### src/rtl/stopwatch_pkg.sv
// Shared types and constants for the centisecond stopwatch.
package stopwatch_pkg;

  typedef enum logic [1:0] {IDLE, RUN, PAUSE, LAP} state_t;

  typedef logic [3:0] bcd_t;

  typedef struct packed {
    bcd_t m_hi;
    bcd_t m_lo;
    bcd_t s_hi;
    bcd_t s_lo;
    bcd_t cs_hi;
    bcd_t cs_lo;
  } stime_t;

  typedef struct packed {
    logic carry;
    bcd_t hi;
    bcd_t lo;
  } pair_t;

  localparam logic [6:0] SEG_0     = 7'h40;
  localparam logic [6:0] SEG_1     = 7'h79;
  localparam logic [6:0] SEG_2     = 7'h24;
  localparam logic [6:0] SEG_3     = 7'h30;
  localparam logic [6:0] SEG_4     = 7'h19;
  localparam logic [6:0] SEG_5     = 7'h12;
  localparam logic [6:0] SEG_6     = 7'h02;
  localparam logic [6:0] SEG_7     = 7'h78;
  localparam logic [6:0] SEG_8     = 7'h00;
  localparam logic [6:0] SEG_9     = 7'h10;
  localparam logic [6:0] SEG_BLANK = 7'h7F;

  // Limits held in BCD so they compare directly against a digit pair
  localparam logic [7:0] CS_MAX  = 8'h99;
  localparam logic [7:0] SEC_MAX = 8'h59;
  localparam logic [7:0] MIN_MAX = 8'h59;

  function automatic pair_t pair_inc(input bcd_t hi, input bcd_t lo, input logic [7:0] max);
    pair_t r;
    r.carry = 1'b0;
    r.hi    = hi;
    r.lo    = lo + 4'd1;
    if (lo == 4'd9) begin
      r.hi = hi + 4'd1;
      r.lo = '0;
    end
    if ({hi, lo} == max) begin
      r.carry = 1'b1;
      r.hi    = '0;
      r.lo    = '0;
    end
    return r;
  endfunction

endpackage

### src/rtl/seg7_decoder.sv
// BCD digit to active-low {g,f,e,d,c,b,a} segments with a blank override.
module seg7_decoder
  import stopwatch_pkg::*;
(
  input  bcd_t       digit,
  input  logic       blank,
  output logic [6:0] seg
);

  always_comb begin
    seg = SEG_BLANK;
    if (!blank) begin
      case (digit)
        4'd0:    seg = SEG_0;
        4'd1:    seg = SEG_1;
        4'd2:    seg = SEG_2;
        4'd3:    seg = SEG_3;
        4'd4:    seg = SEG_4;
        4'd5:    seg = SEG_5;
        4'd6:    seg = SEG_6;
        4'd7:    seg = SEG_7;
        4'd8:    seg = SEG_8;
        4'd9:    seg = SEG_9;
        default: seg = SEG_BLANK;
      endcase
    end
  end

endmodule

### src/rtl/digital_systems_top.sv
// MM:SS:CC stopwatch board top. Optional macro LEADING_ZERO_BLANK_EN blanks
// leading zero minute digits.
module digital_systems_top
  import stopwatch_pkg::*;
#(
  parameter int unsigned TICK_DIV = 500000
) (
  input  logic        CLOCK_50,
  input  logic [4:0]  KEY,
  input  logic [9:0]  SW,
  output logic [10:0] LEDR,
  output logic [6:0]  HEX0,
  output logic [6:0]  HEX1,
  output logic [6:0]  HEX2,
  output logic [6:0]  HEX3,
  output logic [6:0]  HEX4,
  output logic [6:0]  HEX5
);

  localparam int unsigned PW = (TICK_DIV > 1) ? $clog2(TICK_DIV) : 1;
  localparam logic [PW-1:0] PRESC_LAST = PW'(TICK_DIV - 1);

  logic rst_n;
  assign rst_n = KEY[0];

  logic unused_inputs;
  assign unused_inputs = ^{KEY[4:3], SW[9:1]};

  logic [1:0] k_s1, k_s2, k_d;
  always_ff @(posedge CLOCK_50 or negedge rst_n) begin
    if (!rst_n) begin
      k_s1 <= '1;
      k_s2 <= '1;
      k_d  <= '1;
    end else begin
      k_s1 <= KEY[2:1];
      k_s2 <= k_s1;
      k_d  <= k_s2;
    end
  end

  logic p1, p2;
  assign p1 = k_d[0] & ~k_s2[0];
  assign p2 = k_d[1] & ~k_s2[1] & ~p1;

  state_t state, next_state;
  logic   led_run, led_lap, led_wrap;
  logic   wrapped;
  stime_t cnt, lap_cap, disp;
  logic [PW-1:0] presc;
  logic   counting, tick, clear;

  always_comb begin
    next_state = state;
    case (state)
      IDLE:    if (p1) next_state = RUN;
      RUN:     if (p1) next_state = PAUSE; else if (p2) next_state = LAP;
      LAP:     if (p1) next_state = PAUSE; else if (p2) next_state = RUN;
      PAUSE:   if (p1) next_state = RUN;   else if (p2) next_state = IDLE;
      default: next_state = IDLE;
    endcase
  end

  assign clear    = p2 & ((state == IDLE) | (state == PAUSE));
  assign counting = (state == RUN) | (state == LAP);
  assign tick     = counting & (presc == PRESC_LAST);

  // Flags are registered from next_state so LEDR moves with the state register
  always_ff @(posedge CLOCK_50 or negedge rst_n) begin
    if (!rst_n) begin
      state   <= IDLE;
      led_run <= 1'b0;
      led_lap <= 1'b0;
      lap_cap <= '0;
    end else begin
      state   <= next_state;
      led_run <= (next_state == RUN) | (next_state == LAP);
      led_lap <= (next_state == LAP);
      if (state == RUN && next_state == LAP) lap_cap <= cnt;
    end
  end

  always_ff @(posedge CLOCK_50 or negedge rst_n) begin
    if (!rst_n) begin
      presc <= '0;
    end else if (clear || state == IDLE) begin
      presc <= '0;
    end else if (counting) begin
      presc <= tick ? '0 : presc + 1'b1;
    end
  end

  pair_t cs_n, s_n, m_n;
  always_comb begin
    cs_n = pair_inc(cnt.cs_hi, cnt.cs_lo, CS_MAX);
    s_n  = pair_inc(cnt.s_hi,  cnt.s_lo,  SEC_MAX);
    m_n  = pair_inc(cnt.m_hi,  cnt.m_lo,  MIN_MAX);
  end

  always_ff @(posedge CLOCK_50 or negedge rst_n) begin
    if (!rst_n) begin
      cnt     <= '0;
      wrapped <= 1'b0;
    end else if (clear) begin
      cnt     <= '0;
      wrapped <= 1'b0;
    end else if (tick) begin
      cnt.cs_hi <= cs_n.hi;
      cnt.cs_lo <= cs_n.lo;
      if (cs_n.carry) begin
        cnt.s_hi <= s_n.hi;
        cnt.s_lo <= s_n.lo;
        if (s_n.carry) begin
          cnt.m_hi <= m_n.hi;
          cnt.m_lo <= m_n.lo;
          if (m_n.carry) wrapped <= 1'b1;
        end
      end
    end
  end

  assign disp = (state == LAP) ? lap_cap : cnt;

  logic blank_lo, blank_m_hi, blank_m_lo;
  assign blank_lo = SW[0];
`ifdef LEADING_ZERO_BLANK_EN
  assign blank_m_hi = SW[0] | (disp.m_hi == 4'd0);
  assign blank_m_lo = SW[0] | ((disp.m_hi == 4'd0) & (disp.m_lo == 4'd0));
`else
  assign blank_m_hi = SW[0];
  assign blank_m_lo = SW[0];
`endif

  logic [6:0] seg0, seg1, seg2, seg3, seg4, seg5;
  seg7_decoder u_dec0 (.digit(disp.cs_lo), .blank(blank_lo),   .seg(seg0));
  seg7_decoder u_dec1 (.digit(disp.cs_hi), .blank(blank_lo),   .seg(seg1));
  seg7_decoder u_dec2 (.digit(disp.s_lo),  .blank(blank_lo),   .seg(seg2));
  seg7_decoder u_dec3 (.digit(disp.s_hi),  .blank(blank_lo),   .seg(seg3));
  seg7_decoder u_dec4 (.digit(disp.m_lo),  .blank(blank_m_lo), .seg(seg4));
  seg7_decoder u_dec5 (.digit(disp.m_hi),  .blank(blank_m_hi), .seg(seg5));

  always_ff @(posedge CLOCK_50 or negedge rst_n) begin
    if (!rst_n) begin
      HEX0     <= SEG_0;
      HEX1     <= SEG_0;
      HEX2     <= SEG_0;
      HEX3     <= SEG_0;
`ifdef LEADING_ZERO_BLANK_EN
      HEX4     <= SEG_BLANK;
      HEX5     <= SEG_BLANK;
`else
      HEX4     <= SEG_0;
      HEX5     <= SEG_0;
`endif
      led_wrap <= 1'b0;
    end else begin
      HEX0     <= seg0;
      HEX1     <= seg1;
      HEX2     <= seg2;
      HEX3     <= seg3;
      HEX4     <= seg4;
      HEX5     <= seg5;
      led_wrap <= wrapped;
    end
  end

  assign LEDR = {8'b0, led_wrap, led_lap, led_run};

endmodule

### config.mk
export PLATFORM = sky130hd
export DESIGN_NAME = digital_systems_top
export DESIGN_NICKNAME = d
export VERILOG_FILES = /design/src/rtl/stopwatch_pkg.sv /design/src/rtl/seg7_decoder.sv /design/src/rtl/digital_systems_top.sv
export SDC_FILE = /design/constraint.sdc
export NUM_CORES = 1
export LEC_CHECK = 0
export BUFFER_PORTS_ARGS = -buffer_cell sky130_fd_sc_hd__buf_2
export CAP_MARGIN = 20
export CORE_MARGIN = 2
export CORE_UTILIZATION = 38
export CTS_CLUSTER_DIAMETER = 200
export CTS_CLUSTER_SIZE = 10
export DETAILED_ROUTE_END_ITERATION = 10
export PLACE_DENSITY = 0.64
export REMOVE_ABC_BUFFERS = 1
export SKIP_CTS_REPAIR_TIMING = 1
export SYNTH_ARGS = -nofsm -noshare
export SYNTH_HDL_FRONTEND = slang
export SYNTH_HIERARCHICAL = 1
export SYNTH_SLANG_ARGS = --single-unit
### constraint.sdc
create_clock -name CLOCK_50 -period 4.3 [get_ports CLOCK_50]
set_input_delay 0.43 -clock CLOCK_50 [delete_from_list [all_inputs] [get_ports CLOCK_50]]
set_output_delay 0.43 -clock CLOCK_50 [all_outputs]
set_load 0.02 [all_outputs]
# Word level (Yosys, flattened, before mapping)
# Memory sizes are Yosys's and may differ from the RTL's.
# Index checks and enable logic that the tools add are counted.
[word_totals] register_bits=121 mem_bits_ro=672 output_inout_bits=53 mem_count=6
[op_classes] add_sub_neg=7 eq_ne=12 mux=33 bitwise_logic=11 reduce_logical=17
[mem_list] name="(name not given)" depth=16 width=7 read_ports=1 rd_ports_with_merged_regs=0 wr=0 line="seg7_decoder.sv:13" rtl="case (digit)"
[mem_list] name="(name not given)" depth=16 width=7 read_ports=1 rd_ports_with_merged_regs=0 wr=0 line="seg7_decoder.sv:13"
[mem_list] name="(name not given)" depth=16 width=7 read_ports=1 rd_ports_with_merged_regs=0 wr=0 line="seg7_decoder.sv:13"
[mem_list] name="(name not given)" depth=16 width=7 read_ports=1 rd_ports_with_merged_regs=0 wr=0 line="seg7_decoder.sv:13"
[mem_list] name="(name not given)" depth=16 width=7 read_ports=1 rd_ports_with_merged_regs=0 wr=0 line="seg7_decoder.sv:13"
[mem_list] name="(name not given)" depth=16 width=7 read_ports=1 rd_ports_with_merged_regs=0 wr=0 line="seg7_decoder.sv:13"
[ops] cell="$mux 24" count=3
[ops] cell="$mux 19" count=3
[ops] cell="$mux 7" count=6
[ops] cell="$mux 8" count=4
[ops] cell="$mux 9" count=3
[ops] cell="$add 4x1->4 const B" count=6
[ops] cell="$add 19x1->19 const B" count=1
[ops] cell="$eq 19x19->1 const B" count=1
[ops] cell="$eq 8x7->1 const B" count=2
[ops] cell="$mux 16" count=1
[ops] cell="$mux 2" count=7
[ops] cell="$eq 4x4->1 const B" count=3
[ops] cell="$reduce_bool 2->1" count=5
[ops] cell="$reduce_bool 3->1" count=3
[ops] cell="$eq 8x8->1 const B" count=1
[ops] cell="$pmux 2 s4" count=1
[ops] cell="$reduce_and 4->1" count=2
[ops] cell="$eq 2x2->1 const B" count=3
[ops] cell="$reduce_and 3->1" count=2
[ops] cell="$and 1x1->1" count=5
[ops] cell="$mux 1" count=5
[ops] cell="$eq 2x1->1 const B" count=2
[ops] cell="$reduce_and 2->1" count=2
[ops] cell="$not 1->1" count=3
[ops] cell="other kinds (4)" count=6

# Depth between registers and ports, before layout
# Gate-level depths: netlist (run 1).
[logic_depth] depth_word=9 mapped_depth=9

# Cells and area by module
# Netlist (run 1), hierarchy kept.
[by_module_without_submodules] module="digital_systems_top" n_inst=1 cells_per_inst=442 area_each_um2=5242.5 seq_area_each_um2=3042.9
[by_module_without_submodules] module="seg7_decoder at u_dec1 ..." n_inst=3 cells_per_inst=33 area_each_um2=235.2 seq_area_each_um2=0.0
[by_module_without_submodules] module="seg7_decoder at u_dec2 ..." n_inst=2 cells_per_inst=33 area_each_um2=236.5 seq_area_each_um2=0.0
[by_module_without_submodules] module="seg7_decoder at u_dec0" n_inst=1 cells_per_inst=35 area_each_um2=252.7 seq_area_each_um2=0.0

# Worst setup path after synthesis (run 1)
# Ideal clock, no wire load.
[synth_timing] kind="register to register" start="register state[0]" end="register HEX2[3]" setup_time_ps=77 arrival_ps=2070 required_ps=4223 setup_slack_ps=2152 path_stages_with_launch=9 path_buffers=2 cell_sequence="dfrtp_1 clkbuf_1 nand2_1 clkbuf_1 mux2_2 inv_1 ha_1 nor3b_2 a21oi_1"
[synth_lines] element="start: declaration" line="digital_systems_top.sv:46" rtl="state_t state, next_state;"
[synth_lines] element="start signal: assignment" line="digital_systems_top.sv:76" rtl="state <= next_state;"
[synth_lines] element="end signal: assignment" line="digital_systems_top.sv:159" rtl="HEX2 <= seg2;"
[synth_lines] element="end: declaration" line="digital_systems_top.sv:14" rtl="output logic [6:0] HEX2,"

==> run_results.csv, run 1 <==
group,metric,value,unit
critical_path,crit_fanout,23,
die,num_rows,48,
placed_design,gp_congestion,0.7745,
critical_path,worstSetupPathType,"reg -> reg",
die,initial_core_util,0.3872,
clock_tree,clock_path_buffers,2,
final_layout,antennaDiodeCount,0,
final_layout,final_cell_area,7747,um^2
synth,syn_area,6674,um^2
power_and_ir_drop,vdd.ir_drop.worst,0.2812,mV
die,die_area,18640,um^2
synth,async_reset_ff_frac,1.000,
clock_tree,root_buffer,"clkbuf_16",
route,drt-total-wl,12.26,mm
die,die_h,136.5,um
run_status,outcome,"complete, no violations",
clock_tree,cts.sinks,121,
route,vias_per_cell,5.029,
synth,synth_flop_cell,"dfrtp_1",
critical_path,worstSetupStartpointType,"register",
sta,finalSetupViolations,0,
placed_design,io_buffers,49,
synth,yosysWarnings,6,
global_route,grt_use_total,0.1425,
synth,synth_area_per_cell,10.40,um^2
sta,tightest_slew,1024,ps
die,num_io_pins,69,
worst_hold_path,hold_path_class,"in -> reg",
final_layout,final_cell_mix,"dfrtp_1, a21oi_1, buf_2, ha_1",
die,coreArea,17240,um^2
clock_tree,clk_latency,420,ps
sta,hold_viol,0,
clock_tree,clkTransAtPathRegs,60,ps
synth,synth_edf_count,0,
final_layout,final_common_cell,"dfrtp_1",
global_route,grt_overflow,0,
sta,period_share,0.6363,
critical_path,cp.required,4640,ps
clock_tree,cts_buffers,17,
sta,slew_headroom,0.3157,
clock_tree,cts_tree,"done",
sta,period_needed,2736,ps
power_and_ir_drop,powerDensity,425.3,nW/um^2
final_layout,layout-drive-gt1-share,0.2393,
route,wl_per_cell,13.28,um
global_route,grt_first_pass_wirelength,21.26,mm
clock_tree,h-tree-depth,4,
route,drt_iter0_markers,255,
sta,finalSetupTns,0,ps
sta,rsz0062_at_grt,"no",
route,drtPass1Iterations,4,
sta,final_max_slew_viol_count,0,
final_layout,num-fill-cells,1655,
sta,finClkSkew,6.797,ps
synth,syn-instance-count,642,
synth,synth_cell_types,60,
global_route,grt_start_max_net_pins,72,
die,fp.dieW,136.5,um
sta,fmax,365.5,MHz
route,dr_total_vias,4642,
global_route,antenna_found_initial,0,
critical_path,cp.arrival,3080,ps
route,drc,0,
placed_design,placed_area,7028,um^2
synth,ys_ff_latch,121,
placed_design,place_hpwl,8.043,mm
final_layout,area_growth,16.09,%
route,drtAntennaViolNets,0,
synth,ys_seq_area_frac,0.4559,
run,drv_cap,0,
power_and_ir_drop,leakage,3.455,nW
global_route,grt_pass1_vias,4583,
final_layout,layout.nets,744,
critical_path,cp-end-kind,"register",
-- sequential cells by signal (all words and copies together), names as in the netlist, 7 cells and up --
register	flops
HEX2	7
HEX5	7
HEX1	7
HEX4	7
HEX0	7
HEX3	7
presc	19
cnt	24
lap_cap	24
-- Yosys cell counts (all sizes together) (12+ instances only) --
cell	number	area [um^2]
clkbuf	12	45.04
nand3	20	105.1
o21ai	43	215.2
or3	17	106.4
nand2b	22	175.2
dfstp	12	315.3
inv	32	120.1
dfrtp	109	2728
buf	22	180.2
a21oi	56	287.8
ha	43	538.0
xnor2	14	122.6
nor2	29	108.9
mux2	42	473.0
nor3	19	131.4
nand2	42	157.7
-- path summary, 6_finish.rpt --
check                      depth (start not counted)                from                 to  slack [ps]
setup / recovery                                   6  state[0]$_DFF_PN0_  HEX1[3]$_DFF_PN0_        1560
hold / removal                                     1              KEY[2]  k_s1[1]$_DFF_PN1_         100
setup reg to reg                                   6  state[0]$_DFF_PN0_  HEX1[3]$_DFF_PN0_        1560
hold reg to reg                                    0   k_s1[0]$_DFF_PN1_  k_s2[0]$_DFF_PN1_         350
max in group asynchronous                          2              KEY[0]  HEX4[6]$_DFF_PN1_        3210
min in group asynchronous                          1              KEY[0]  HEX0[3]$_DFF_PN0_         120
-- power breakdown --
group | total (mW) | switching (mW) | internal, mW
clock network | 1.72 | 0.516 | 1.21
registers | 1.24 | 0.0479 | 1.19
logic | 0.332 | 0.222 | 0.110
total | 3.30 | 0.786 | 2.51
-- cell families after synthesis --
family / synth area share
adders and majority gates: 0.08062
other: 0.0005619
muxes: 0.07387
AOI/OAI and AO/OA: 0.1104
xor gates and xnor gates: 0.02493
and+or+nand+nor: 0.1993
DFF: 0.4559
buffers and inverters: 0.05437
-- critical path, cell delays in order (launching register included) --
cell	delay [ps]
dfrtp_1	620
nand2_1	710
mux2_2	600
inv_1	140
ha_1	270
nor3b_2	160
a21oi_1	140
-- layout make-up --
type / count / area [um^2] / share of cell area
Multi-Input combinational cell: 460 / 3306 / 0.4267
Clock inverter: 11 / 239.0 / 0.03085
Clock buffer: 21 / 480.5 / 0.06202
Tap cell: 225 / 281.5 / 0.03634
Inverter: 32 / 120.1 / 0.01550
Sequential cell: 121 / 3043 / 0.3928
Timing Repair Buffer: 53 / 277.8 / 0.03585
-- metrics by stage --
step / hold WS [ps] / std cells / worst slack, ps / utilization / power, mW
2_1_floorplan: 134.4 / 613 / 2103 / - / 1.466
3_5_place_dp: 346.8 / 891 / 1519 / 0.4077 / 1.605
4_1_cts: 86.17 / 923 / 1489 / 0.4495 / 3.343
3_3_place_gp: 346.8 / 891 / 1546 / 0.4077 / 1.601
5_1_grt: 90.96 / 923 / 1259 / 0.4495 / 3.435
6_report: 104.3 / 923 / 1564 / 0.4495 / 3.295
-- per-layer routing --
metal	share of wire	wire, um	track usage	vias up
met5	0	0	0	-
met4	0.019	236	0.06076	0
met3	0.031	378	0.03630	21
met2	0.48	5882	0.2406	60
met1	0.47	5760	0.1723	2246
li1	-	-	-	2315
(Power assumes the default switching activity.)
==> inputs of run 2 (changes only) <==
clock period = 2.65 ns   (was 4.3 ns; I/O delays follow)
==> run 2 against run 1 <==
Against the previous run:
- worst hold slack improved by 250 ps
- clock-buffer cell count increased by 4
- final area increased by 0.44%
- total power increased by 51%
- via count increased by 0.54%
- wire length increased by 0.47%
- flip-flop and latch count unchanged
- non-clock buffer count increased by 13
- sequential share of layout area decreased by 0.17 points
- clock power increased by 38%
- first-iteration DRC count decreased by 11%
- worst setup slack got worse by 1300 ps
- highest routed layer unchanged
==> run_results.csv, run 2 (same netlist as run 1, synthesis figures left out) <==
group,metric,value,unit
run_status,outcome,"complete, no violations",
die,die_area,18640,um^2
power_and_ir_drop,powerDensity,641.4,nW/um^2
clock_tree,cts_buffers,17,
placed_design,io_buffers,49,
final_layout,layout-drive-gt1-share,0.2433,
critical_path,crit_fanout,6,
sta,hold_viol,0,
final_layout,multi_input_area,3306,um^2
power_and_ir_drop,power.switching,1.246,mW
placed_design,place_ws,310.7,ps
die,coreArea,17240,um^2
power_and_ir_drop,p_clk_frac,0.475,
route,dr_total_vias,4667,
route,drt-total-wl,12.32,mm
sta,finalSetupTns,0,ps
run,drv_cap,0,
placed_design,gp_congestion,0.7882,
sta,rsz0062_at_grt,"no",
placed_design,place_hpwl,8.309,mm
clock_tree,cts_tree,"done",
global_route,antenna_found_initial,0,
critical_path,cp.required,3000,ps
sta,final_max_slew_viol_count,0,
worst_hold_path,hold_path_class,"reg -> reg",
global_route,grt_overflow,0,
sta,period_share,0.8869,
die,die_h,136.5,um
sta,fin_ws,299.8,ps
clock_tree,clkTransAtPathRegs,50,ps
final_layout,reg_top3,"cnt: 24 flops, lap_cap: 24 flops, presc: 19 flops",
route,wl_per_cell,13.16,um
power_and_ir_drop,vdd.ir_drop.worst,0.4849,mV
die,num_io_pins,69,
sta,finClkSkew,7.316,ps
global_route,busiest_layer,"met2",
clock_tree,clk_latency,420,ps
clock_tree,root_buffer,"clkbuf_16",
sta,finalSetupViolations,0,
global_route,grt_start_max_net_pins,44,
final_layout,final_cell_mix,"dfrtp_1, a21oi_1, buf_2, ha_1",
sta,period_needed,2350,ps
global_route,use_met2,0.2417,
power_and_ir_drop,p_seq_frac,0.403,
critical_path,cp.arrival,2700,ps
clock_tree,clock_path_buffers,2,
sta,fmax,425.5,MHz
global_route,grt_use_total,0.1454,
sta,slew_headroom,0.4689,
critical_path,worstSetupPathType,"reg -> reg",
clock_tree,cts.sinks,121,
power_and_ir_drop,combPwrFrac,0.122,
route,drtPass1Iterations,4,
final_layout,ff_latch_area,3043,um^2
die,fp.dieW,136.5,um
final_layout,area_growth,16.59,%
global_route,grt_pass1_vias,4545,
clock_tree,h-tree-depth,4,
final_layout,antennaDiodeCount,0,
power_and_ir_drop,leakage,3.481,nW
critical_path,cp-end-kind,"register",
final_layout,num-fill-cells,1627,
sta,tightest_slew,796.6,ps
route,drc,0,
route,drtAntennaViolNets,0,
route,drt_iter0_markers,227,
power_and_ir_drop,p_int,3.745,mW
global_route,grt_first_pass_wirelength,21.63,mm
power_and_ir_drop,p_sw_frac,0.2497,
global_route,use_met1,0.1798,
global_route,met3_usage,0.03593,
route,vias_per_cell,4.986,
final_layout,layout.nets,757,
die,num_rows,48,
die,initial_core_util,0.3872,
critical_path,worstSetupStartpointType,"register",
final_layout,final_common_cell,"dfrtp_1",
run 2: area by class of cell:
class | instances | area share
sequential | 121 | 0.3911
tap | 225 | 0.03618
timing repair buffer | 66 | 0.05403
clock inverter | 7 | 0.01479
inverter | 32 | 0.01544
clock buffer | 25 | 0.06368
multi-input combinational | 460 | 0.4248
run 2: stage by stage:
step           utilization  hold slack [ps]  std cells  total power [mW]  instance area [um^2]
2_1_floorplan            -           -30.59        613             2.378                  6457
3_3_place_gp        0.4143            270.8        901             2.655                  7141
3_5_place_dp        0.4143            278.4        901             2.661                  7141
4_1_cts             0.4497           -169.5        933             5.068                  7751
5_1_grt             0.4514            359.3        936             5.227                  7781
6_report            0.4514            353.8        936             4.991                  7781
run 2: critical path: stages, from the launching register on:
cell	delay, ps
dfrtp_1	430
or4b_4	590
nor3_4	370
nand4_1	280
or4_1	460
a21oi_1	150
run 2: worst paths after layout:
kind / cells after the start / endpoint / slack [ps] / start
max: 5 / cnt[18]$_DFFE_PN0P_ / 300 / presc[9]$_DFFE_PN0P_
min in group asynchronous: 2 / HEX0[1]$_DFF_PN0_ / 370 / KEY[0]
min reg2reg: 0 / k_s2[1]$_DFF_PN1_ / 350 / k_s1[1]$_DFF_PN1_
max in group asynchronous: 3 / HEX4[6]$_DFF_PN1_ / 1610 / KEY[0]
min: 0 / k_s2[1]$_DFF_PN1_ / 350 / k_s1[1]$_DFF_PN1_
max reg2reg: 5 / cnt[18]$_DFFE_PN0P_ / 300 / presc[9]$_DFFE_PN0P_
run 2: metal layers:
metal / vias up / part of all wire
li1: 2335 / -
met1: 2243 / 0.46
met2: 72 / 0.49
met3: 17 / 0.033
met4: 0 / 0.017
met5: - / 0
run 2: power groups by stage:
stage                     logic, mW  registers, mW  clock network (mW)
after floorplan               0.298           2.08                   0
after global placement        0.612           2.04                   0
after detailed placement      0.618           2.04                   0
after CTS                     0.621           2.01                2.44
after global routing          0.674           2.03                2.53
final                         0.608           2.01                2.37
